### src/rtl/mem_arbiter_pkg.sv
// Shared types and default sizing for the fetch/data memory arbiter.
// Holds the response FSM encoding and the width/limit defaults.
package mem_arbiter_pkg;

    localparam int DEF_ADDR_W       = 32;
    localparam int DEF_DATA_W       = 32;
    localparam int DEF_STARVE_LIMIT = 4;
    localparam int STARVE_CNT_W     = 4;

    typedef enum logic [1:0] {
        IDLE    = 2'd0,
        RESP_IF = 2'd1,
        RESP_D  = 2'd2
    } resp_state_e;

endpackage

### src/rtl/mem_arbiter_if.sv
// Requester and RAM-side bus bundle for mem_arbiter.
// slave = arbiter view; master = requesters plus RAM environment.
interface mem_arbiter_if
    import mem_arbiter_pkg::*;
#(
    parameter int ADDR_W = DEF_ADDR_W,
    parameter int DATA_W = DEF_DATA_W
) ();

    logic                  if_req;
    logic [ADDR_W-1:0]     if_addr;
    logic                  if_gnt;
    logic                  if_rvalid;
    logic [DATA_W-1:0]     if_rdata;

    logic                  d_req;
    logic                  d_we;
    logic [ADDR_W-1:0]     d_addr;
    logic [DATA_W-1:0]     d_wdata;
    logic [DATA_W/8-1:0]   d_wstrb;
    logic                  d_gnt;
    logic                  d_rvalid;
    logic [DATA_W-1:0]     d_rdata;

    logic                  mem_en;
    logic [DATA_W/8-1:0]   mem_wea;
    logic [ADDR_W-1:0]     mem_addra;
    logic [DATA_W-1:0]     mem_dina;
    logic [DATA_W-1:0]     mem_douta;

    modport slave (
        input  if_req, if_addr,
        output if_gnt, if_rvalid, if_rdata,
        input  d_req, d_we, d_addr, d_wdata, d_wstrb,
        output d_gnt, d_rvalid, d_rdata,
        output mem_en, mem_wea, mem_addra, mem_dina,
        input  mem_douta
    );

    modport master (
        output if_req, if_addr,
        input  if_gnt, if_rvalid, if_rdata,
        output d_req, d_we, d_addr, d_wdata, d_wstrb,
        input  d_gnt, d_rvalid, d_rdata,
        input  mem_en, mem_wea, mem_addra, mem_dina,
        output mem_douta
    );

endinterface

### src/rtl/mem_arb_starve_ctr.sv
// Counts consecutive fetch conflict losses, saturating at LIMIT; at_limit is registered state.
// Latency: at_limit reflects losses up to the previous cycle; no backpressure.
module mem_arb_starve_ctr
    import mem_arbiter_pkg::*;
#(
    parameter int LIMIT = DEF_STARVE_LIMIT
) (
    input  logic clk,
    input  logic rst_n,
    input  logic conflict_lost,
    input  logic clear,
    output logic at_limit
);

    localparam logic [STARVE_CNT_W-1:0] LIM = STARVE_CNT_W'(LIMIT);

    logic [STARVE_CNT_W-1:0] cnt_q, cnt_d;

    always_comb begin
        cnt_d = cnt_q;
        if (clear) begin
            cnt_d = '0;
        end else if (conflict_lost && (cnt_q != LIM)) begin
            cnt_d = cnt_q + 1'b1;
        end
    end

    always_ff @(posedge clk or negedge rst_n) begin
        if (!rst_n) begin
            cnt_q <= '0;
        end else begin
            cnt_q <= cnt_d;
        end
    end

    assign at_limit = (cnt_q == LIM);

endmodule

### src/rtl/mem_arbiter.sv
// Fetch/data arbiter onto a 1-cycle single-port RAM: combinational grant, rvalid one cycle later.
// No buffering; losers hold their request. Optional counters under MEM_ARBITER_STATS_EN.
module mem_arbiter
    import mem_arbiter_pkg::*;
#(
    parameter int ADDR_W       = DEF_ADDR_W,
    parameter int DATA_W       = DEF_DATA_W,
    parameter int STARVE_LIMIT = DEF_STARVE_LIMIT
) (
    input  logic           clka,
    input  logic           rst,
    mem_arbiter_if.slave   bus
`ifdef MEM_ARBITER_STATS_EN
    ,
    output logic [31:0]    stat_if_gnt,
    output logic [31:0]    stat_d_gnt,
    output logic [31:0]    stat_conflict
`endif
);

    resp_state_e           state_q, state_d;
    logic                  conflict;
    logic                  at_limit;
    logic                  if_win;
    logic                  d_win;
    logic [ADDR_W-1:0]     addr_sel;
    logic [DATA_W/8-1:0]   wea_sel;

    assign conflict = bus.if_req & bus.d_req;

    // Grants are forced low while reset is held, since they are combinational.
    assign if_win = rst & bus.if_req & (~bus.d_req | at_limit);
    assign d_win  = rst & bus.d_req & ~if_win;

    mem_arb_starve_ctr #(
        .LIMIT (STARVE_LIMIT)
    ) u_starve (
        .clk           (clka),
        .rst_n         (rst),
        .conflict_lost (conflict & ~if_win),
        .clear         (if_win | ~bus.if_req),
        .at_limit      (at_limit)
    );

    always_comb begin
        state_d  = IDLE;
        addr_sel = bus.d_addr;
        wea_sel  = '0;
        if (if_win) begin
            state_d  = RESP_IF;
            addr_sel = bus.if_addr;
        end else if (d_win) begin
            if (bus.d_we) begin
                wea_sel = bus.d_wstrb;
            end else begin
                state_d = RESP_D;
            end
        end
    end

    always_ff @(posedge clka or negedge rst) begin
        if (!rst) begin
            state_q <= IDLE;
        end else begin
            state_q <= state_d;
        end
    end

    assign bus.if_gnt    = if_win;
    assign bus.d_gnt     = d_win;
    assign bus.mem_en    = if_win | d_win;
    assign bus.mem_wea   = wea_sel;
    assign bus.mem_addra = addr_sel;
    assign bus.mem_dina  = bus.d_wdata;

    assign bus.if_rvalid = (state_q == RESP_IF);
    assign bus.d_rvalid  = (state_q == RESP_D);
    assign bus.if_rdata  = bus.mem_douta;
    assign bus.d_rdata   = bus.mem_douta;

`ifdef MEM_ARBITER_STATS_EN
    logic [31:0] stat_if_gnt_q, stat_d_gnt_q, stat_conflict_q;

    always_ff @(posedge clka or negedge rst) begin
        if (!rst) begin
            stat_if_gnt_q   <= '0;
            stat_d_gnt_q    <= '0;
            stat_conflict_q <= '0;
        end else begin
            if (if_win)   stat_if_gnt_q   <= stat_if_gnt_q + 32'd1;
            if (d_win)    stat_d_gnt_q    <= stat_d_gnt_q + 32'd1;
            if (conflict) stat_conflict_q <= stat_conflict_q + 32'd1;
        end
    end

    assign stat_if_gnt   = stat_if_gnt_q;
    assign stat_d_gnt    = stat_d_gnt_q;
    assign stat_conflict = stat_conflict_q;
`endif

endmodule

### src/flat_wrapper.sv
// flat-port wrapper written by rule: the top's interface ports become plain ports
module mem_arbiter_flat import mem_arbiter_pkg::*;
#(
    parameter int ADDR_W       = DEF_ADDR_W,
    parameter int DATA_W       = DEF_DATA_W,
    parameter int STARVE_LIMIT = DEF_STARVE_LIMIT
)
  (clka, rst, bus_if_req, bus_if_addr, bus_if_gnt, bus_if_rvalid, bus_if_rdata, bus_d_req, bus_d_we, bus_d_addr, bus_d_wdata, bus_d_wstrb, bus_d_gnt, bus_d_rvalid, bus_d_rdata, bus_mem_en, bus_mem_wea, bus_mem_addra, bus_mem_dina, bus_mem_douta);
  mem_arbiter_if #(.ADDR_W(ADDR_W), .DATA_W(DATA_W)) bus_i ();
  input  logic clka;
  input  logic rst;
  input wire logic [$bits(bus_i.if_req)-1:0] bus_if_req;
  input wire logic [$bits(bus_i.if_addr)-1:0] bus_if_addr;
  output wire logic [$bits(bus_i.if_gnt)-1:0] bus_if_gnt;
  output wire logic [$bits(bus_i.if_rvalid)-1:0] bus_if_rvalid;
  output wire logic [$bits(bus_i.if_rdata)-1:0] bus_if_rdata;
  input wire logic [$bits(bus_i.d_req)-1:0] bus_d_req;
  input wire logic [$bits(bus_i.d_we)-1:0] bus_d_we;
  input wire logic [$bits(bus_i.d_addr)-1:0] bus_d_addr;
  input wire logic [$bits(bus_i.d_wdata)-1:0] bus_d_wdata;
  input wire logic [$bits(bus_i.d_wstrb)-1:0] bus_d_wstrb;
  output wire logic [$bits(bus_i.d_gnt)-1:0] bus_d_gnt;
  output wire logic [$bits(bus_i.d_rvalid)-1:0] bus_d_rvalid;
  output wire logic [$bits(bus_i.d_rdata)-1:0] bus_d_rdata;
  output wire logic [$bits(bus_i.mem_en)-1:0] bus_mem_en;
  output wire logic [$bits(bus_i.mem_wea)-1:0] bus_mem_wea;
  output wire logic [$bits(bus_i.mem_addra)-1:0] bus_mem_addra;
  output wire logic [$bits(bus_i.mem_dina)-1:0] bus_mem_dina;
  input wire logic [$bits(bus_i.mem_douta)-1:0] bus_mem_douta;
  assign bus_i.if_req = bus_if_req;
  assign bus_i.if_addr = bus_if_addr;
  assign bus_if_gnt = bus_i.if_gnt;
  assign bus_if_rvalid = bus_i.if_rvalid;
  assign bus_if_rdata = bus_i.if_rdata;
  assign bus_i.d_req = bus_d_req;
  assign bus_i.d_we = bus_d_we;
  assign bus_i.d_addr = bus_d_addr;
  assign bus_i.d_wdata = bus_d_wdata;
  assign bus_i.d_wstrb = bus_d_wstrb;
  assign bus_d_gnt = bus_i.d_gnt;
  assign bus_d_rvalid = bus_i.d_rvalid;
  assign bus_d_rdata = bus_i.d_rdata;
  assign bus_mem_en = bus_i.mem_en;
  assign bus_mem_wea = bus_i.mem_wea;
  assign bus_mem_addra = bus_i.mem_addra;
  assign bus_mem_dina = bus_i.mem_dina;
  assign bus_i.mem_douta = bus_mem_douta;
  mem_arbiter #(.ADDR_W(ADDR_W), .DATA_W(DATA_W), .STARVE_LIMIT(STARVE_LIMIT)) u_core (.clka(clka), .rst(rst), .bus(bus_i));
endmodule
### config.mk
export PLATFORM = sky130hd
export DESIGN_NAME = mem_arbiter_flat
export DESIGN_NICKNAME = d
export VERILOG_FILES = /design/src/rtl/mem_arbiter_pkg.sv /design/src/rtl/mem_arbiter_if.sv /design/src/rtl/mem_arb_starve_ctr.sv /design/src/rtl/mem_arbiter.sv /design/src/flat_wrapper.sv
export SDC_FILE = /design/constraint.sdc
export NUM_CORES = 1
export LEC_CHECK = 0
export ABC_AREA = 1
export CAP_MARGIN = 20
export CORE_AREA = 2 2 105 107
export CTS_BUF_LIST = sky130_fd_sc_hd__clkbuf_4
export DETAILED_ROUTE_END_ITERATION = 10
export DIE_AREA = 0 0 107 109
export PLACE_DENSITY_LB_ADDON = 0.1
export SKIP_CTS_REPAIR_TIMING = 1
export SLEW_MARGIN = 0
export SYNTH_ARGS = -nofsm -noshare
export SYNTH_HDL_FRONTEND = slang
export SYNTH_SLANG_ARGS = --single-unit
### constraint.sdc
create_clock -name clka -period 2.8 [get_ports clka]
set_input_delay 0.28 -clock clka [delete_from_list [all_inputs] [get_ports clka]]
set_output_delay 0.28 -clock clka [all_outputs]
set_load 0.03 [all_outputs]
==> Word-level counts from Yosys, hierarchy flattened <==
Index checks and enable logic that the tools add are counted.
{ "classes": {"n_eq_ne": 4, "n_addsub": 1, "n_bitwise": 12, "n_reduce_logical": 2, "mux": 9} }
{ "ops": {"columns": ["operator", "count"], "rows": [
  ["two-way mux 32 bit", 1],
  ["two-way mux 4 bit", 5],
  ["bitwise AND 1 bit", 6],
  ["two-way mux 2 bit", 3],
  ["adder 4 x 1 -> 4 bit (second input constant)", 1],
  ["== test 4 x 3 -> 1 bit (second input constant)", 1],
  ["!= test 4 x 3 -> 1 bit (second input constant)", 1],
  ["NOT 1 bit", 3],
  ["bitwise OR 1 bit", 3],
  ["== test 2 x 1 -> 1 bit (second input constant)", 1],
  ["== test 2 bit (second input constant)", 1],
  ["nonzero test 2 bit", 1],
  ["logical AND 1 bit", 1]
]} }
{ "word_totals": {"output_inout_bits": 137, "elab_cells": 30, "register_bits": 6} }

==> Longest topological paths before layout <==
Gate-level depths: netlist (run 1).
{ "depth": {"depth_word": 8, "mapped_depth": 9, "ltp_nobuf": 8} }

==> Hierarchy <==
From an unflattened synthesis (run 1), not the netlist that was laid out.
{ "unflattened": {"cells_unflattened": 262, "area_unflattened_um2": 1607.8} }
{ "modules_own_cells": {"columns": ["module", "area_each_um2", "cells_per_inst", "seq_area_each_um2", "instances"], "rows": [
  ["mem_arbiter", 1355.0, 230, 50.0, 1],
  ["mem_arb_starve_ctr", 252.7, 32, 100.1, 1]
]} }

==> Least setup slack after synthesis (run 1) <==
Ideal clock, no wire load.
{ "synth_timing": {"path_type": "flip-flop to output port", "from": "reg u_core.u_starve.cnt_q[0]", "to": "out bus_mem_wea[0]", "t_arrival_ns": 1.469, "path_buffers": 0, "stages_incl_launch_ff": 8, "setup_slack_ns": 1.051, "required_time_ns": 2.520, "cell_sequence": "dfrtp_1 inv_1 ha_1 nand3_2 nand2_4 nand2_4 nand2_1 nor2_1"} }
{ "synth_via": {"elab_chain_cells": 7} }
{ "synth_lines": {"columns": ["item", "line_no", "source"], "rows": [
  ["start, declared", "mem_arb_starve_ctr.sv:17", "logic [STARVE_CNT_W-1:0] cnt_q, cnt_d;"],
  ["start signal, assigned", "mem_arb_starve_ctr.sv:32", "cnt_q <= cnt_d;"],
  ["== test 4 x 3 -> 1 bit *", "mem_arb_starve_ctr.sv:36", "assign at_limit = (cnt_q == LIM);"],
  ["bitwise OR 1 bit *", "mem_arbiter.sv:32", "assign if_win = rst & bus.if_req & (~bus.d_req | at_limit);"],
  ["bitwise AND 1 bit *", "mem_arbiter.sv:32", null],
  ["NOT 1 bit", "mem_arbiter.sv:33", "assign d_win = rst & bus.d_req & ~if_win;"],
  ["bitwise AND 1 bit", "mem_arbiter.sv:33", null],
  ["two-way mux 4 bit", "mem_arbiter.sv:52", "end else if (d_win) begin"],
  ["two-way mux 4 bit *", "mem_arbiter.sv:49", "if (if_win) begin"],
  ["end, declared", "flat_wrapper.sv:26", "output wire logic [$bits(bus_i.mem_wea)-1:0] bus_mem_wea;"]
]} }
Every way passes the cells marked *; elsewhere a longest branch is shown, timed or not.

==> Worst setup path after layout (run 1) <==
{ "layout_timing": {"from": "reg u_core.u_starve.cnt_q[0]", "to": "out bus_mem_addra[22]"} }
{ "layout_via": {"elab_chain_cells": 4} }
{ "layout_lines": {"columns": ["item", "line_no", "source"], "rows": [
  ["== test 4 x 3 -> 1 bit", "mem_arb_starve_ctr.sv:36", null],
  ["bitwise OR 1 bit", "mem_arbiter.sv:32", null],
  ["bitwise AND 1 bit", "mem_arbiter.sv:32", null],
  ["two-way mux 32 bit", "mem_arbiter.sv:49", null],
  ["end, declared", "flat_wrapper.sv:27", "output wire logic [$bits(bus_i.mem_addra)-1:0] bus_mem_addra;"]
]} }
Every way passes these cells.

==> flow_summary.toml, run 1 <==
[timing]
rsz0062_at_grt = "no"
min_period_over_period = 0.920
slew_headroom = 0.777
fin_worst_skew_ps = 6.97
period_needed_ps = 2580
setup_viol = 0
tns_ps = 0
fmax_ghz = 0.388
hold_viol_final = 0
tightest_slew_ps = 334
finalMaxSlewViolations = 0

[worst_setup_path]
regToRegSetupSlack_ps = 1060
cp_slowest_cell = "clkdlybuf4s50_1"
cp_common_cell = "nand2_4"
cp-end-kind = "output port"
worst_path_largest_cell_delay_ps = 580
path_max_fanout = 22
critPathTopFamily = "buffers and inverters"
arrival_ps = 2300
start_kind = "flop"
worstPathRequired_ps = 2520
worst-path-buf-inv = 3
crit_chain = "inv_1 > ha_1 > nand3_2 > nand2_4 > nand2_4 > clkinv_4 > nand2_2 > nand2_1 > clkdlybuf4s50_1"
crit_type = "flop to output port"

[synth]
ys_seq_elements = 6
syn_inst = 254
syn_nets = 393
synth-simple-area-share = 0.341
synth.mux.area_fraction = 0
synth_xor_area_frac = 0.0112
yosysWarnings = 0
synth_area_per_cell_um2 = 6.18
synthesis.area_mm2 = 0.00157
synth_top_family_by_area = "buffers and inverters"
synthAdderAreaFrac = 0.0159
synthDistinctLibCells = 18
synth_compound_area_frac = 0.00637
yosysSeqAreaShare = 0.0956

[floorplan]
core_area_mm2 = 0.0106
rows = 38
fp.dieH_um = 109
io_pins = 274
die_area_mm2 = 0.0117
start_util = 0.148
fp.dieW_um = 107

[global_routing]
track_usage = 0.0738
grt_max_degree = 23
grt_overflow = 0
grt_pass1_wl_um = 6700
grt_antenna_before_repair = 0
first_global_vias = 1339

[min_path]
hold_class = "input pin to asynchronous set/reset pin"

[pwr]
p_int_uw = 311
comb_power_share = 0.659
pwr_density_cell_mw_per_mm2 = 243
switchingPower_uw = 198
power.share.sequential = 0.186
swShare = 0.389
peakVddDrop_uv = 69.0
p_leak_uw = 0.00103
pwr-share-clk = 0.155

[cells_and_area]
area_growth_pct = 33.4
drive_above_1_share = 0.173
multi_input_area_um2 = 588
diodes = 0
final-seq-area_um2 = 150
nets = 412
fill_cells = 1208
design_area_mm2 = 0.00209

[placement]
place_hpwl_um = 4040
portBuffers = 113
place_area_mm2 = 0.00207
gp_congestion = 0.689

[drt]
firstDrtPassIters = 4
vias = 1421
wl_per_cell_um = 11.7
drtAntennaViolNets = 0
drt-total-wl_um = 4820
drt_iter0_drc = 31
via_per_inst = 3.46
drc = 0

[run_status]
status = "finished, final reports clean"

[job]
cap_violations = 0

[clock_network]
clk_pin_slew_worst_paths_ps = 50
cts_root_buffer = "clkbuf_4"
cts_made_buffers = 3
cts_tree = "yes"
clk_latency_ps = 240
clock_sinks = 6
clockBufferDepth = 2
cts_max_level = 1
-- cell families (layout without fill, tap and decap cells) --
group / count (synthesis) / in the layout
and+or+nand+nor: 128 / 128
buffers and inverters: 114 / 131
DFF: 6 / 6
adders and majority gates: 2 / 2
AOI/OAI and AO/OA: 2 / 2
xor gates and xnor gates: 2 / 2
-- layer usage --
metal	vias to the layer above	share of wire	wire length [um]	global-route usage
li1	699	-	-	-
met1	594	0.29	1390	0.0628
met2	91	0.54	2600	0.148
met3	37	0.12	573	0.0227
met4	0	0.054	260	0.0455
met5	-	0	0	0
-- through the flow --
step           setup WS (ps)  hold slack (ps)   util  std cells  total power [uW]
4_1_cts                  139              335  0.198        411               522
5_1_grt                 29.8              356  0.198        411               547
2_1_floorplan           1050            -15.6      -        254               502
6_report                 223              338  0.198        411               509
3_5_place_dp             317              560  0.195        408               438
3_3_place_gp             330              560  0.195        408               440
-- cells in the final DEF, fill, tap and decap left out --
cell type        instances
buf_12                   2
nand2_4                  2
a21oi_1                  2
nand2_2                  9
nand2_1                100
clkdlybuf4s50_1         85
xor2_1                   2
dfrtp_1                  6
ha_1                     2
clkbuf_4                 3
buf_4                   29
nor2_1                   9
nand3_2                  1
clkinv_4                 1
inv_1                   11
nand4_1                  2
nand3_1                  5
-- path summary, 6_finish.rpt --
kind,from,cells past startpoint,end
min in group clka,bus_d_wdata[13],0,bus_mem_dina[13]
worst min register to register,u_core.u_starve.cnt_q[3],2,u_core.u_starve.cnt_q[3]
worst min-delay path,rst,2,u_core.state_q[1]
worst max-delay path,u_core.u_starve.cnt_q[0],9,bus_mem_addra[22]
worst max register to register,u_core.u_starve.cnt_q[0],8,u_core.u_starve.cnt_q[1]
max in group asynchronous,rst,2,u_core.u_starve.cnt_q[0]
-- final cells by class --
type	count	area share
clock buffers	3	0.0108
repair buffers	116	0.529
inverters	12	0.0239
well taps	140	0.0836
multi-input cells	134	0.281
flip-flops and latches	6	0.0717
-- power groups by stage --
stage / Clock (uW) / Sequential, uW / Combinational (uW)
after global routing: 91.4 / 95.1 / 361
final: 79.1 / 94.8 / 336
after CTS: 84.5 / 95.0 / 342
after detailed placement: 0 / 96.3 / 341
after floorplan: 0 / 95.0 / 407
after global placement: 0 / 96.5 / 343
-- flip-flops by register name, summed over array words and instances (netlist names) --
name / flops
u_core.u_starve.cnt_q: 4
u_core.state_q: 2
-- synthesized netlist by cell type, drive strengths merged --
cell	n	share of area
dfrtp	6	0.096
xor2	2	0.011
clkinv	1	0.0056
a21oi	2	0.0064
buf	102	0.50
nor2	9	0.022
nand2	111	0.29
nand3	6	0.022
ha	2	0.016
inv	11	0.026
nand4	2	0.0080
No activity file was read; power rests on OpenSTA's default activity.
==> run 2: changes to the inputs <==
--- a/config.mk
+++ b/config.mk
@@ -5,12 +5,11 @@
 export SDC_FILE = /design/constraint.sdc
 export NUM_CORES = 1
 export LEC_CHECK = 0
-export ABC_AREA = 1
 export CAP_MARGIN = 20
-export CORE_AREA = 2 2 105 107
+export CORE_AREA = 2 2 107 109
 export CTS_BUF_LIST = sky130_fd_sc_hd__clkbuf_4
 export DETAILED_ROUTE_END_ITERATION = 10
-export DIE_AREA = 0 0 107 109
+export DIE_AREA = 0 0 109 111
 export PLACE_DENSITY_LB_ADDON = 0.1
 export SKIP_CTS_REPAIR_TIMING = 1
 export SLEW_MARGIN = 0
==> constraint.sdc (replaced) <==
create_clock -name clka -period 3.2 [get_ports clka]
set_input_delay 0.32 -clock clka [delete_from_list [all_inputs] [get_ports clka]]
set_output_delay 0.32 -clock clka [all_outputs]
set_load 0.03 [all_outputs]
==> flow_summary.toml, run 2 <==
[timing]
tightest_slew_ps = 427
timing.hold.ws_ps = 399
finalMaxSlewViolations = 0
rsz0062_at_grt = "no"
period_needed_ps = 2830
hold_viol_final = 0
fmax_ghz = 0.353
setup_viol = 0
layout_setup_ws_ps = 368
slew_headroom = 0.714
min_period_over_period = 0.885
fin_worst_skew_ps = 4.87
tns_ps = 0

[clock_network]
clk_latency_ps = 240
cts_root_buffer = "clkbuf_4"
clk_pin_slew_worst_paths_ps = 50
cts_max_level = 1
clock_sinks = 6
cts_made_buffers = 3
clockBufferDepth = 2
cts_tree = "yes"

[cells_and_area]
largest_register_ffs = 4
top_register = "u_core.u_starve.cnt_q"
diodes = 0
layout_commonest_cell = "clkdlybuf4s50_1"
fill_cells = 1223
nets = 337
area_growth_pct = 40.4
final_cell_mix = "clkdlybuf4s50_1 (112), mux2_2 (32), buf_4 (6), dfrtp_1 (6), and2_1 (5)"
drive_above_1_share = 0.224
top_regs = "u_core.u_starve.cnt_q (4), u_core.state_q (2)"

[floorplan]
rows = 39
fp.dieH_um = 111
die_area_mm2 = 0.0121
core_area_mm2 = 0.0111
io_pins = 274
start_util = 0.139
fp.dieW_um = 109

[synth]
yosysTopAreaCell = "buf_4"
yosysWarnings = 0
synth_area_leaders = "buf_4 (47%), mux2_2 (23%), dfrtp_1 (9.7%)"
yosysSeqAreaShare = 0.0974
yosysMostFrequentCell = "buf_4"
synthDistinctLibCells = 27
synthesis.area_mm2 = 0.00154
synth_area_per_cell_um2 = 8.81
syn_inst = 175
synth.top_cell.area_share = 0.468
ys_seq_elements = 6
synth_commonest_cells = "buf_4 (96), mux2_2 (32), dfrtp_1 (6)"
synth_edf_count = 0
ys.flop_type = "dfrtp_1"
syn_nets = 314
async_flop_share = 1.00

[placement]
pre_cts_ws_ps = 496
place_hpwl_um = 3870
gp_congestion = 0.659
portBuffers = 113

[global_routing]
grt_max_degree = 24
grt_antenna_before_repair = 0
track_usage = 0.0695
grt_pass1_wl_um = 6510
grt_overflow = 0
first_global_vias = 1249

[worst_setup_path]
cp-end-kind = "output port"
worst_path_largest_cell_delay_ps = 590
start_kind = "flop"
worstPathRequired_ps = 2880
cp_slowest_cell = "clkdlybuf4s50_1"
arrival_ps = 2510
path_max_fanout = 11
crit_type = "flop to output port"
crit_chain = "inv_1 > ha_1 > nand3b_4 > a21oi_4 > buf_4 > mux2_2 > clkdlybuf4s50_1"

[min_path]
hold_class = "input pin to asynchronous set/reset pin"

[pwr]
pwr_density_cell_mw_per_mm2 = 203
peakVddDrop_uv = 62.9
power.total_uw = 439
p_leak_uw = 0.000791

[drt]
wl_per_cell_um = 13.0
firstDrtPassIters = 3
drtAntennaViolNets = 0
drt-total-wl_um = 4410
vias = 1154
via_per_inst = 3.40
drc = 0
drt_iter0_drc = 8

[job]
cap_violations = 0

[run_status]
status = "finished, final reports clean"
run 2: cell count changes in the layout (fill, tap and decap cells not counted), sizes merged, moves of 3 or more:
cell / delta
nand2: -109
mux2: +32
clkdlybuf4s50: +27
buf: -24
nor2: -9
inv: -8
and2: +5
nand3: -3
nor2b: +3
run 2: layout make-up:
class / instances / area [um2] / area share
Multi-Input combinational cell: 65 / 616 / 0.284
Inverter: 3 / 11.3 / 0.00520
Timing Repair Buffer: 119 / 1190 / 0.548
Clock buffer: 3 / 22.5 / 0.0104
Tap cell: 143 / 179 / 0.0827
Sequential cell: 6 / 150 / 0.0694
run 2: through the flow:
step / util / area [um2] / cells
6_report: 0.195 / 2160 / 339
5_1_grt: 0.195 / 2160 / 339
4_1_cts: 0.195 / 2160 / 339
3_5_place_dp: 0.193 / 2140 / 336
3_3_place_gp: 0.193 / 2140 / 336
2_1_floorplan: - / 1540 / 175
run 2: kinds of logic after synthesis:
family	after synthesis	share of synthesized area
compound gates	12	0.0657
fa+ha+maj	2	0.0162
buf+inv	104	0.503
flops	6	0.0974
mux	32	0.234
simple gates	19	0.0836
run 2: worst max-delay path: cells and delay by family, from the launching register on:
family | cells | cell delay, ps
compound gates | 1 | 210
flops | 1 | 400
mux | 1 | 350
fa+ha+maj | 1 | 230
simple gates | 1 | 150
buf+inv | 3 | 920
run 2: metal layers:
layer	vias up	GRT usage	routed length (um)
met1	511	0.0596	1260
met3	11	0.0400	734
met2	102	0.128	2320
met4	0	0.0291	93
li1	530	-	-
met5	-	0	0
run 2: worst paths after layout:
check | slack [ps] | endpoint | startpoint | cells after the start
max in group asynchronous | 2660 | u_core.u_starve.cnt_q[0] | rst | 2
min in group clka | 640 | bus_mem_dina[21] | bus_d_wdata[21] | 0
max | 370 | bus_mem_addra[26] | u_core.u_starve.cnt_q[0] | 7
max reg2reg | 1750 | u_core.u_starve.cnt_q[3] | u_core.u_starve.cnt_q[0] | 5
min reg2reg | 650 | u_core.u_starve.cnt_q[0] | u_core.u_starve.cnt_q[0] | 3
min | 400 | u_core.u_starve.cnt_q[2] | rst | 2
run 2: where the power goes:
group | internal, uW | switching [uW]
combinational | 167 | 121
clock | 42.5 | 28.0
sequential | 78.7 | 1.93
==> run 3: changes to the inputs <==
--- a/config.mk
+++ b/config.mk
@@ -8,6 +8,7 @@
 export CAP_MARGIN = 20
 export CORE_AREA = 2 2 107 109
 export CTS_BUF_LIST = sky130_fd_sc_hd__clkbuf_4
+export CTS_CLUSTER_DIAMETER = 150
 export DETAILED_ROUTE_END_ITERATION = 10
 export DIE_AREA = 0 0 109 111
 export PLACE_DENSITY_LB_ADDON = 0.1
==> results of run 3 <==
Same layout as run 2: the final DEF is identical, and so are final timing and power.
